## src/rtl/pattern_generator.sv

```systemverilog
`default_nettype none
// ============================================================================
// Module      : pattern_generator
// Description : Parallel-to-serial pattern generator that sends each word
//               MSB-first and supports back-to-back words with no idle cycle.
//               Defining PATTERN_GENERATOR_PARITY_EN appends an even-parity bit
//               to every non-empty word.
// Revision    : 1.0 - initial release
// ============================================================================
module pattern_generator #(
  parameter int WIDTH = 8
) (
  input  logic                       clk,
  input  logic                       rstb,
  input  logic                       enable,
  input  logic                       load_valid,
  input  logic [WIDTH-1:0]           load_data,
  input  logic [$clog2(WIDTH+1)-1:0] load_len,
  output logic                       load_ready,
  output logic                       serial_pattern,
  output logic                       serial_valid,
  output logic                       serial_last
);

  localparam int                 c_LEN_W   = $clog2(WIDTH + 1);
  localparam logic [c_LEN_W-1:0] c_LEN_MAX = c_LEN_W'(WIDTH);
  localparam logic [c_LEN_W-1:0] c_LEN_ONE = c_LEN_W'(1);

  localparam logic [1:0] c_IDLE   = 2'd0;
  localparam logic [1:0] c_SHIFT  = 2'd1;
`ifdef PATTERN_GENERATOR_PARITY_EN
  localparam logic [1:0] c_PARITY = 2'd2;
`endif

  logic [1:0]         r_state;
  logic [1:0]         w_state_nxt;
  logic [WIDTH-1:0]   r_shift;
  logic [c_LEN_W-1:0] r_cnt;
  logic [c_LEN_W-1:0] w_len;
  logic [c_LEN_W-1:0] w_shamt;
  logic [WIDTH-1:0]   w_aligned;
  logic               w_accept;
  logic               w_start;
  logic               w_final;
  logic               w_shift_ready;
`ifdef PATTERN_GENERATOR_PARITY_EN
  logic               r_parity;
`endif

  // Left-align the word so the first bit to send always sits in the MSB.
  assign w_len     = (load_len > c_LEN_MAX) ? c_LEN_MAX : load_len;
  assign w_shamt   = c_LEN_MAX - w_len;
  assign w_aligned = load_data << w_shamt;
  assign w_accept  = load_ready & load_valid;
  assign w_start   = w_accept & (w_len != '0);
  assign w_final   = (r_state == c_SHIFT) && (r_cnt == '0);

`ifdef PATTERN_GENERATOR_PARITY_EN
  assign w_shift_ready = 1'b0;
`else
  assign w_shift_ready = (r_cnt == '0);
`endif

  always_ff @(posedge clk or negedge rstb) begin
    if (!rstb) begin
      r_state <= c_IDLE;
    end else begin
      r_state <= w_state_nxt;
    end
  end

  always_comb begin
    w_state_nxt = r_state;
    if (!enable) begin
      w_state_nxt = c_IDLE;
    end else begin
      case (r_state)
        c_IDLE: begin
          if (w_start) w_state_nxt = c_SHIFT;
        end
        c_SHIFT: begin
          if (r_cnt == '0) begin
`ifdef PATTERN_GENERATOR_PARITY_EN
            w_state_nxt = c_PARITY;
`else
            w_state_nxt = w_start ? c_SHIFT : c_IDLE;
`endif
          end
        end
`ifdef PATTERN_GENERATOR_PARITY_EN
        c_PARITY: w_state_nxt = w_start ? c_SHIFT : c_IDLE;
`endif
        default: w_state_nxt = c_IDLE;
      endcase
    end
  end

  // Gating with rstb keeps load_ready low while reset is held.
  always_comb begin
    load_ready = 1'b0;
    if (rstb && enable) begin
      case (r_state)
        c_IDLE:   load_ready = 1'b1;
        c_SHIFT:  load_ready = w_shift_ready;
`ifdef PATTERN_GENERATOR_PARITY_EN
        c_PARITY: load_ready = 1'b1;
`endif
        default:  load_ready = 1'b0;
      endcase
    end
  end

  always_ff @(posedge clk or negedge rstb) begin
    if (!rstb) begin
      r_shift        <= '0;
      r_cnt          <= '0;
      serial_pattern <= 1'b0;
      serial_valid   <= 1'b0;
      serial_last    <= 1'b0;
`ifdef PATTERN_GENERATOR_PARITY_EN
      r_parity       <= 1'b0;
`endif
    end else if (!enable) begin
      r_shift        <= '0;
      r_cnt          <= '0;
      serial_pattern <= 1'b0;
      serial_valid   <= 1'b0;
      serial_last    <= 1'b0;
    end else if (w_start) begin
      r_shift        <= w_aligned << 1;
      r_cnt          <= w_len - c_LEN_ONE;
      serial_pattern <= w_aligned[WIDTH-1];
      serial_valid   <= 1'b1;
`ifdef PATTERN_GENERATOR_PARITY_EN
      serial_last    <= 1'b0;
      r_parity       <= w_aligned[WIDTH-1];
`else
      serial_last    <= (w_len == c_LEN_ONE);
`endif
    end else if ((r_state == c_SHIFT) && (r_cnt != '0)) begin
      r_shift        <= r_shift << 1;
      r_cnt          <= r_cnt - c_LEN_ONE;
      serial_pattern <= r_shift[WIDTH-1];
      serial_valid   <= 1'b1;
`ifdef PATTERN_GENERATOR_PARITY_EN
      serial_last    <= 1'b0;
      r_parity       <= r_parity ^ r_shift[WIDTH-1];
`else
      serial_last    <= (r_cnt == c_LEN_ONE);
`endif
    end
`ifdef PATTERN_GENERATOR_PARITY_EN
    else if (w_final) begin
      // r_parity already folds in bit 0, so it is the even-parity bit.
      serial_pattern <= r_parity;
      serial_valid   <= 1'b1;
      serial_last    <= 1'b1;
    end
`endif
    else begin
      r_shift        <= '0;
      r_cnt          <= '0;
      serial_pattern <= 1'b0;
      serial_valid   <= 1'b0;
      serial_last    <= 1'b0;
    end
  end

endmodule
`default_nettype wire

```

## config.mk

```make
export PLATFORM = sky130hd
export DESIGN_NAME = pattern_generator
export DESIGN_NICKNAME = d
export VERILOG_FILES = /design/src/rtl/pattern_generator.sv
export SDC_FILE = /design/constraint.sdc
export NUM_CORES = 1
export LEC_CHECK = 0
export BUFFER_PORTS_ARGS = -buffer_cell sky130_fd_sc_hd__buf_2
export CAP_MARGIN = 40
export CORE_UTILIZATION = 54
export DETAILED_ROUTE_END_ITERATION = 10
export GPL_ROUTABILITY_DRIVEN = 1
export PLACE_DENSITY = 0.78
export SYNTH_ARGS = -nofsm -noshare
export SYNTH_HDL_FRONTEND = slang
export SYNTH_SLANG_ARGS = --single-unit
```

## constraint.sdc

```tcl
create_clock -name clk -period 2.3 [get_ports clk]
set_input_delay 0.115 -clock clk [delete_from_list [all_inputs] [get_ports clk]]
set_output_delay 0.115 -clock clk [all_outputs]
set_load 0.01 [all_outputs]
```

## Word level (Yosys, flattened, before mapping)

Index checks and enable logic that the tools add are counted.

- Equality and inequality tests: 5
- Multiplexer cells: 23
- $lt $le $gt $ge: 1
- Bitwise logic cells: 2
- Reductions and logical operators: 7
- Add/sub/neg operators: 3
- Shifts and indexed selects: 1

Operator list:

| operator | number |
|---|---|
| $mux 8 | 3 |
| $mux 4 | 4 |
| $mux 1 | 11 |
| $eq 4x1->1 const B | 2 |
| $reduce_bool 4->1 | 2 |
| $shl 8x4->8 | 1 |
| $sub 4x1->4 const B | 2 |
| $mux 2 | 3 |
| $ne 3x3->1 const B | 2 |
| $gt 4x4->1 const B | 1 |
| $logic_not 4->1 | 1 |
| $pmux 2 s2 | 1 |
| $sub 4x4->4 const A | 1 |
| $and 1x1->1 | 2 |
| $eq 2x1->1 const B | 1 |
| $logic_and 1x1->1 | 2 |
| $logic_not 2->1 | 1 |
| $pmux 1 s2 | 1 |
| $reduce_and 2->1 | 1 |

- Register bits: 17
- Input port bits: 16
- Word-level logic and storage cells: 48
- Output and inout bits: 4

## Longest topological paths before layout

Gate-level depths: netlist (run 1).

- Depth after elaboration: 9
- Depth in mapped cells: 10
- Mapped depth without buffers: 8

## Worst setup path before layout (run 1)

No wires, ideal clock.

- Kind: input port to flip-flop
- From: input load_len[0]
- To: register r_shift[6]
- Setup time: 0.121 ns
- Required time: 2.179 ns
- Buffers on the path: 1
- Cell stages on the path: 9
- Path slack: 0.464 ns
- Data arrival time: 1.715 ns
- Cell sequence: nor2b_2 > buf_4 > inv_1 > ha_1 > xnor2_1 > mux2_2 > a21oi_1 > o21ai_0 > a22o_1

- Word-level cells in the longest chain between the ends: 6
- Elaborated cells on any way between the ends: 8
- Classes of those cells: add/sub (1); order compare (1); shift (1); mux (3); bitwise (1); reduce/logical (1)

RTL lines:

| element | line | RTL |
|---|---|---|
| start: declaration | 18 | `input logic [$clog2(WIDTH+1)-1:0] load_len,` |
| $gt 4x4->1 | 51 | `assign w_len = (load_len > c_LEN_MAX) ? c_LEN_MAX : load_len;` |
| $mux 4 * | 51 |  |
| $sub 4x4->4 / $reduce_bool 4->1 (equally long branches) | 52, 55 |  |
| $shl 8x4->8 / $and 1x1->1 (equally long branches) | 53, 55 |  |
| $mux 8 * | 129 | `end else if (w_start) begin` |
| $mux 8 * | 123 | `end else if (!enable) begin` |
| end signal: assignment | 130 | `r_shift <= w_aligned << 1;` |
| end signal: assignment | 141 | `r_shift <= r_shift << 1;` |
| end: declaration | 37 | `logic [WIDTH-1:0] r_shift;` |

Mark *: on every way between the ends. The rest lies on a longest branch, timed or not.
A chain may end at the register's enable or synchronous reset.

## Worst setup path in the final report (run 1)

- From: register r_cnt[0]
- To: register r_cnt[0]

- Word-level cells in the longest chain between the ends: 7
- Elaborated cells on any way between the ends: 11
- Classes of those cells: add/sub (1); mux (5); bitwise (2); reduce/logical (3)

RTL lines:

| element | line | RTL |
|---|---|---|
| start: declaration | 38 | `logic [c_LEN_W-1:0] r_cnt;` |
| start signal: assignment | 131 | `r_cnt <= w_len - c_LEN_ONE;` |
| start signal: assignment | 142 | `r_cnt <= r_cnt - c_LEN_ONE;` |
| $logic_not 4->1 | 61 | `assign w_shift_ready = (r_cnt == '0);` |
| $pmux 1 s2 | 102 | `case (r_state)` |
| $mux 1 | 101 | `if (rstb && enable) begin` |
| $and 1x1->1 | 54 | `assign w_accept = load_ready & load_valid;` |
| $and 1x1->1 | 55 | `assign w_start = w_accept & (w_len != '0);` |
| $mux 4 * | 129 |  |
| $mux 4 * | 123 |  |

Marks and branches as above.

==> flow_summary.yaml, run 1 <==
run_status:
  status: "finished clean"
sta:
  final.setup.tns_ns: 0
  fin_crit_sh: 0.838
  period_needed_ns: 1.93
  finalClockSkew_ns: 0.00343
  rsz0062_at_grt: "no"
  max_freq_mhz: 519
  setup_viol: 0
  max_slew_margin: 0.713
  holdWs_ns: 0.120
  worstMarginPinSlew_ns: 0.429
  hold_violations: 0
  slew_violations: 0
global_routing:
  antenna_found_initial: 0
  overflow: 0
  grt_pass1_vias: 843
  grt_max_degree: 18
  grt_first_pass_wirelength_mm: 3.68
  grtUsageTotal: 0.233
drt:
  top_layer_used: "met4"
  drt_pass1_iterations: 4
  wl_mm: 2.41
  drt-initial-drc-count: 25
  drc_errors: 0
  routedWlPerCell_um: 14.6
  vias_per_cell: 5.73
  drt-met1-wl_mm: 1.15
  vias: 945
  dr_wl_met2_mm: 1.11
  drt.antenna.violating_nets: 0
  met3_length_um: 125
clock_tree:
  clk_latency_ns: 0.29
  htree_levels: 1
  clock_path_buffers: 2
  cts_sinks: 15
  cts_tree: "built"
  clkTransAtPathRegs_ns: 0.10
  cts_root_buf: "clkbuf_4"
  cts_inserted_buffers: 3
logic_synthesis:
  synth_seq_cells: 15
  synth_edf_count: 0
  synthArstFlopShare: 1.00
  yosys-top-cells-count: "dfrtp_1, mux2i_1, nand2_1"
  ys_warn_count: 0
  synthCells: 118
  synthFlopType: "dfrtp_1"
  synth_area_leader_cell: "dfrtp_1"
  syn_avg_cell_area_um2: 9.50
  synth-seq-area-share: 0.335
  synth_area_leaders: "dfrtp_1, mux2i_1, ha_1"
  synthMostInstantiatedCell: "dfrtp_1"
  synth_cell_types: 40
  synth_nets: 139
  syn_area_um2: 1120
  synth_top_area_share: 0.335
setup_path:
  worst_path_max_delay_cell: "dfrtp_1"
  critPathRequiredTime_ns: 2.49
  crit_fanout: 9
  cp-end-kind: "flip-flop"
  cpMostUsedCell: "and2_1"
  worstSetupStartpointType: "flip-flop"
  path_cells: "inv_1, ha_1, or3b_4, and2_1, a22o_1, and2_1"
  slowest_delay_ns: 0.41
  worst_ep_arrival_time_ns: 2.11
  critPathKind: "flip-flop to flip-flop"
finish:
  area_delta_synth_final_pct: 12.7
  nets: 160
  postLayoutCellArea_um2: 1260
  diodes: 0
  drive_above_1_share: 0.261
  fin_util: 0.644
placement:
  numPortBuffers: 19
  dpl.hpwl_mm: 1.85
  post_dp_cell_area_um2: 1230
  gp_congestion: 0.828
die:
  coreArea_um2: 1960
  die_y_um: 47.6
  die_area_um2: 2260
  die_x_um: 47.6
  start_util: 0.571
  std_cell_rows: 16
  io-pin-count: 20
pwr:
  p_leak_uw: 0.000592
  peakVddDrop_mv: 0.235
  finalPower_uw: 582
  powerDensity_nw_per_um2: 460
hold_path:
  min_path_type: "input port to flip-flop"
flow_run:
  cap_violations: 0
[registers in the layout (all words and copies together) (netlist names)]
name	flops
r_cnt	4
serial_last	1
serial_valid	1
r_state	1
r_shift	7
serial_pattern	1
[per-stage QoR]
stage               worst slack (ns)  cells
floorplan                      0.464    118
global placement               0.431    160
detailed placement             0.357    160
CTS                            0.380    165
global route                   0.258    165
finish                         0.372    165
[timing repair]
action	in CTS	in global routing
endpoints found under the hold margin	15	0
gates resized for setup	0	0
hold buffers	1	0
setup buffers	0	0
[layout make-up]
type / count / area, um^2
well taps: 27 / 33.8
clock buffers: 3 / 22.5
inverters: 5 / 18.8
fillers: 180 / 698
clock inverters: 1 / 5.00
repair buffers: 22 / 120
flip-flops and latches: 15 / 375
multi-input cells: 92 / 688
[layout by cell type, fill, tap and decap left out, types with 2 or more instances in the layout]
master,instances
o21a_1,2
clkbuf_4,3
nand3_1,7
ha_1,5
a21boi_0,2
o31ai_1,2
a21oi_1,4
inv_1,5
o21ai_1,2
nor2_1,8
mux4_2,2
mux2_2,2
mux2i_1,10
dfrtp_1,15
a22oi_1,3
buf_4,2
buf_2,19
nor2b_1,4
and2_1,2
a22o_1,2
o21ai_0,6
nor3_1,2
nand2_1,10
xor2_1,2
[cells by family after synthesis]
logic type      after synthesis  synth area share
compound gates               30             0.194
xor+xnor                      4            0.0380
fa+ha+maj                     5            0.0558
buf+inv                      11            0.0513
flops                        15             0.335
mux                          14             0.150
simple gates                 39             0.176
[path summary, 6_finish.rpt]
path / from / end / slack [ns] / depth (start not counted)
max: r_cnt[0] / r_cnt[0] / 0.37 / 6
min: load_data[0] / r_shift[1] / 0.12 / 3
max reg2reg: r_cnt[0] / r_cnt[0] / 0.37 / 6
min reg2reg: r_shift[6] / r_shift[7] / 0.48 / 2
max in group asynchronous: rstb / r_state[0] / 1.79 / 2
min in group asynchronous: rstb / serial_valid / 0.25 / 2
[metal layers]
metal,global-route usage,vias to the layer above
met5,0,-
met4,0.0667,0
met3,0.0340,5
met2,0.386,35
met1,0.315,443
li1,-,462
[where the power goes]
group          switching (uW)  internal, uW
logic                    85.5          68.1
registers                2.96           268
clock network            92.3          64.7
[worst max-delay path: cells and delay by family, from the launching register on]
family                     cells  cell delay, ns
AOI/OAI and AO/OA              1            0.27
adders and majority gates      1            0.16
buffers and inverters          1            0.13
DFF                            1            0.41
and+or+nand+nor                3            0.84
No activity file was read; power rests on OpenSTA's default activity.
==> run 2: changes to the inputs <==
==> constraint.sdc (replaced) <==
create_clock -name clk -period 2 [get_ports clk]
set_input_delay 0.1 -clock clk [delete_from_list [all_inputs] [get_ports clk]]
set_output_delay 0.1 -clock clk [all_outputs]
set_load 0.01 [all_outputs]
==> run 2 against run 1 <==
Net effect:
- flip-flop and latch count stayed put
- non-clock buffer count grew 3
- clock skew rose by 0.0052 ns
- clock power up 11%
- maximum frequency up 0.79%
- power is 15% higher
==> flow_summary.yaml, run 2 (same netlist as run 1, synthesis figures left out) <==
clock_tree:
  cts_sinks: 15
  cts_tree: "built"
  clock_path_buffers: 2
  htree_levels: 1
  post_cts_resized: 0
  cts_inserted_buffers: 3
  clkTransAtPathRegs_ns: 0.09
  clk_latency_ns: 0.28
  cts_root_buf: "clkbuf_4"
placement:
  dp.cells: 162
  gp_congestion: 0.820
  numPortBuffers: 19
  dpl.hpwl_mm: 1.82
finish:
  area_delta_synth_final_pct: 14.6
  layoutNonFillerInstCount: 168
  reg_top3: "r_shift: 7 flops, r_cnt: 4 flops"
  nets: 163
  largest_register_ffs: 7
  largest_register: "r_shift"
  drive_above_1_share: 0.270
  layout_common_cells: "buf_2, dfrtp_1, mux2i_1, nand2_1, nor2_1"
  seq_area_um2: 375
  fillers: 179
  diodes: 0
  multi_input_area_um2: 688
  layout_commonest_cell: "buf_2"
  fin_util: 0.655
drt:
  vias: 962
  drc_errors: 0
  drt.antenna.violating_nets: 0
  vias_per_cell: 5.73
  drt-initial-drc-count: 32
  wl_mm: 2.43
  drt_pass1_iterations: 4
  routedWlPerCell_um: 14.4
die:
  std_cell_rows: 16
  die_area_um2: 2260
  coreArea_um2: 1960
  start_util: 0.571
  die_x_um: 47.6
  io-pin-count: 20
  die_y_um: 47.6
sta:
  fin_crit_sh: 0.956
  max_slew_margin: 0.695
  slew_violations: 0
  hold_violations: 0
  rsz0062_at_grt: "no"
  setup_viol: 0
  final.setup.tns_ns: 0
  period_needed_ns: 1.91
  worstMarginPinSlew_ns: 0.455
  max_freq_mhz: 523
  holdWs_ns: 0.145
  finalClockSkew_ns: 0.00864
flow_run:
  cap_violations: 0
setup_path:
  cp-end-kind: "flip-flop"
  worst_ep_arrival_time_ns: 2.13
  critPathKind: "flip-flop to flip-flop"
  critPathRequiredTime_ns: 2.22
  worstSetupStartpointType: "flip-flop"
  crit_fanout: 5
global_routing:
  grtUsageTotal: 0.232
  overflow: 0
  grt_max_degree: 17
  grt_pass1_vias: 896
  antenna_found_initial: 0
  grt_first_pass_wirelength_mm: 3.69
hold_path:
  min_path_type: "input port to flip-flop"
pwr:
  powerDensity_nw_per_um2: 520
  peakVddDrop_mv: 0.279
  p_leak_uw: 0.000604
run_status:
  status: "finished clean"
## run 2: stage by stage
| step | area [um^2] | worst slack [ns] | power [uW] |
|---|---|---|---|
| floorplan | 1120 | 0.179 | 438 |
| global placement | 1240 | 0.168 | 490 |
| detailed placement | 1240 | 0.0821 | 495 |
| CTS | 1280 | 0.121 | 665 |
| global route | 1280 | 0.0112 | 703 |
| finish | 1280 | 0.0872 | 668 |
## run 2: cell type report
class / instances / share of cell area
inverter: 5 / 0.0146
clock buffer: 4 / 0.0204
multi-input combinational: 92 / 0.536
sequential: 15 / 0.292
timing repair buffer: 25 / 0.111
tap: 27 / 0.0263
## run 2: final timing paths
| kind | cells after the start | slack, ns | endpoint | startpoint |
|---|---|---|---|---|
| max | 8 | 0.09 | r_cnt[2] | r_cnt[0] |
| min | 2 | 0.15 | serial_valid | enable |
| max in group asynchronous | 3 | 1.53 | serial_pattern | rstb |
| max reg2reg | 8 | 0.09 | r_cnt[2] | r_cnt[0] |
| min reg2reg | 2 | 0.47 | r_shift[7] | r_shift[6] |
| min in group asynchronous | 3 | 0.29 | serial_last | rstb |
## run 2: worst max-delay path, cell delays in order (launching register included)
cell and delay, ns:
dfrtp_1 0.41, inv_1 0.12, ha_1 0.16, or3b_4 0.41, a21oi_4 0.21, a21boi_4 0.26
buf_4 0.14, a21oi_1 0.03, nor2_1 0.11
## run 2: repair_timing
action | CTS | global route
endpoints found under the hold margin | 15 | 0
endpoints found under the setup margin | 0 | 1
buffers inserted | 0 | 1
hold buffers | 1 | 0
## run 2: layer usage
layer | up-vias | GRT usage | share of wire
li1 | 466 | - | -
met1 | 454 | 0.295 | 0.46
met2 | 38 | 0.389 | 0.47
met3 | 4 | 0.0453 | 0.050
met4 | 0 | 0.0889 | 0.014
met5 | - | 0 | 0
## run 2: power breakdown
group / internal, uW / leakage (uW) / total, uW / switching, uW
clock: 77.3 / 0.0000150 / 174 / 96.4
sequential: 308 / 0.000208 / 311 / 3.16
combinational: 81.8 / 0.000381 / 183 / 101
==> run 3: changes to the inputs <==
--- a/config.mk
+++ b/config.mk
@@ -11,6 +11,7 @@
 export DETAILED_ROUTE_END_ITERATION = 10
 export GPL_ROUTABILITY_DRIVEN = 1
 export PLACE_DENSITY = 0.78
+export RECOVER_POWER = 50
 export SYNTH_ARGS = -nofsm -noshare
 export SYNTH_HDL_FRONTEND = slang
 export SYNTH_SLANG_ARGS = --single-unit
==> run 3 against run 2 <==
Net effect:
- via count rose by 0.21%
- first-iteration DRC count rose by 3.1%
- register-to-register slack barely moved
- flip-flop and latch count did not move
- largest power group unchanged
- highest routed layer unchanged
==> flow_summary.yaml, run 3 (same netlist as run 1, synthesis figures left out) <==
global_routing:
  grt_max_degree: 17
  grt_pass1_vias: 896
  antenna_found_initial: 0
  grt_first_pass_wirelength_mm: 3.69
  grtUsageTotal: 0.232
  overflow: 0
sta:
  fin_crit_sh: 0.954
  max_freq_mhz: 524
  max_slew_margin: 0.695
  slew_violations: 0
  finalClockSkew_ns: 0.00980
  rsz0062_at_grt: "no"
  worstMarginPinSlew_ns: 0.455
  period_needed_ns: 1.91
  final.setup.tns_ns: 0
  hold_violations: 0
  setup_viol: 0
placement:
  dpl.hpwl_mm: 1.82
  dp.cells: 162
  numPortBuffers: 19
  gp_congestion: 0.820
finish:
  reg_top3: "r_shift: 7 flops, r_cnt: 4 flops"
  drive_above_1_share: 0.248
  nets: 163
  area_delta_synth_final_pct: 14.3
  largest_register: "r_shift"
  diodes: 0
  layout_commonest_cell: "buf_2"
  largest_register_ffs: 7
  layout_common_cells: "buf_2, dfrtp_1, mux2i_1, nand2_1, nor2_1"
  layoutNonFillerInstCount: 168
setup_path:
  critPathRequiredTime_ns: 2.22
  critPathKind: "flip-flop to flip-flop"
  worstSetupStartpointType: "flip-flop"
  cp-endpoint: "r_cnt[2]"
  reg2reg_setup_slack_ns: 0.09
  path_cells: "inv_1, ha_1, or3b_4, a21oi_4, a21boi_4, buf_4, a21oi_1, nor2_1"
  slowest_delay_ns: 0.41
  crit_path_start: "r_cnt[0]"
  reg2reg_depth: 8
  crit_fanout: 5
  r2r-start: "r_cnt[0]"
  worst_path_max_delay_cell: "dfrtp_1"
  worst_ep_arrival_time_ns: 2.13
  cp-end-kind: "flip-flop"
  rr_endpoint: "r_cnt[2]"
die:
  io-pin-count: 20
  die_x_um: 47.6
  die_y_um: 47.6
  start_util: 0.571
  std_cell_rows: 16
  die_area_um2: 2260
  coreArea_um2: 1960
clock_tree:
  cts_sinks: 15
  cts_inserted_buffers: 3
  clkTransAtPathRegs_ns: 0.10
  clk_latency_ns: 0.28
  clock_path_buffers: 2
  cts_root_buf: "clkbuf_4"
  cts_tree: "built"
  htree_levels: 1
  post_cts_resized: 0
pwr:
  powerDensity_nw_per_um2: 522
  p_leak_uw: 0.000592
  peakVddDrop_mv: 0.280
drt:
  routedWlPerCell_um: 14.5
  drc_errors: 0
  drt-initial-drc-count: 33
  vias: 964
  drt_pass1_iterations: 7
  vias_per_cell: 5.74
  drt.antenna.violating_nets: 0
  wl_mm: 2.43
run_status:
  status: "finished clean"
flow_run:
  cap_violations: 0
hold_path:
  min_path_type: "input port to flip-flop"
-- run 3: what timing repair did --
action | CTS | global route
hold buffers | 1 | 0
setup endpoints to repair | 0 | 1
setup buffers | 0 | 1
endpoints found under the hold margin | 15 | 0
-- run 3: layer usage --
layer / vias up / GRT usage / part of all wire
li1: 466 / - / -
met1: 454 / 0.295 / 0.46
met2: 40 / 0.389 / 0.48
met3: 4 / 0.0453 / 0.054
met4: 0 / 0.0889 / 0.014
met5: - / 0 / 0
-- run 3: worst min path at each step --
| stage | startpoint | endpoint | cells after the start |
|---|---|---|---|
| 2_1_floorplan | rstb | r_cnt[0] | 0 |
| 6_report | enable | serial_valid | 2 |
| 3_3_place_gp | rstb | r_cnt[2] | 2 |
| 5_1_grt | load_data[0] | r_shift[1] | 3 |
| 4_1_cts | load_data[0] | r_shift[1] | 3 |
| 3_5_place_dp | rstb | r_cnt[2] | 2 |
-- run 3: worst max-delay path, delay by kind of cell, from the launching register on --
family | cells | cell delay [ns]
flops | 1 | 0.41
fa+ha+maj | 1 | 0.16
buf+inv | 2 | 0.26
compound gates | 3 | 0.50
simple gates | 2 | 0.52
-- run 3: power by group --
group	switching [uW]	total [uW]	leakage, uW	internal, uW
clock	97.2	174	0.0000150	77.3
combinational	101	183	0.000369	81.4
sequential	3.17	311	0.000208	308
-- run 3: cell type report --
| class | instances | area, um^2 |
|---|---|---|
| Multi-Input combinational cell | 92 | 688 |
| Fill cell | 179 | 681 |
| Sequential cell | 15 | 375 |
| Timing Repair Buffer | 25 | 139 |
| Tap cell | 27 | 33.8 |
| Clock buffer | 4 | 26.3 |
| Inverter | 5 | 18.8 |
-- run 3: metrics by stage --
stage | worst slack, ns | hold WS [ns] | utilization | area [um^2] | power, uW
after detailed placement | 0.0821 | 0.0690 | 0.633 | 1240 | 495
after global routing | 0.0112 | 0.139 | 0.653 | 1280 | 703
after CTS | 0.121 | 0.137 | 0.651 | 1280 | 665
final | 0.0923 | 0.143 | 0.653 | 1280 | 668
after global placement | 0.168 | 0.0625 | 0.633 | 1240 | 490
after floorplan | 0.179 | -0.196 | - | 1120 | 438
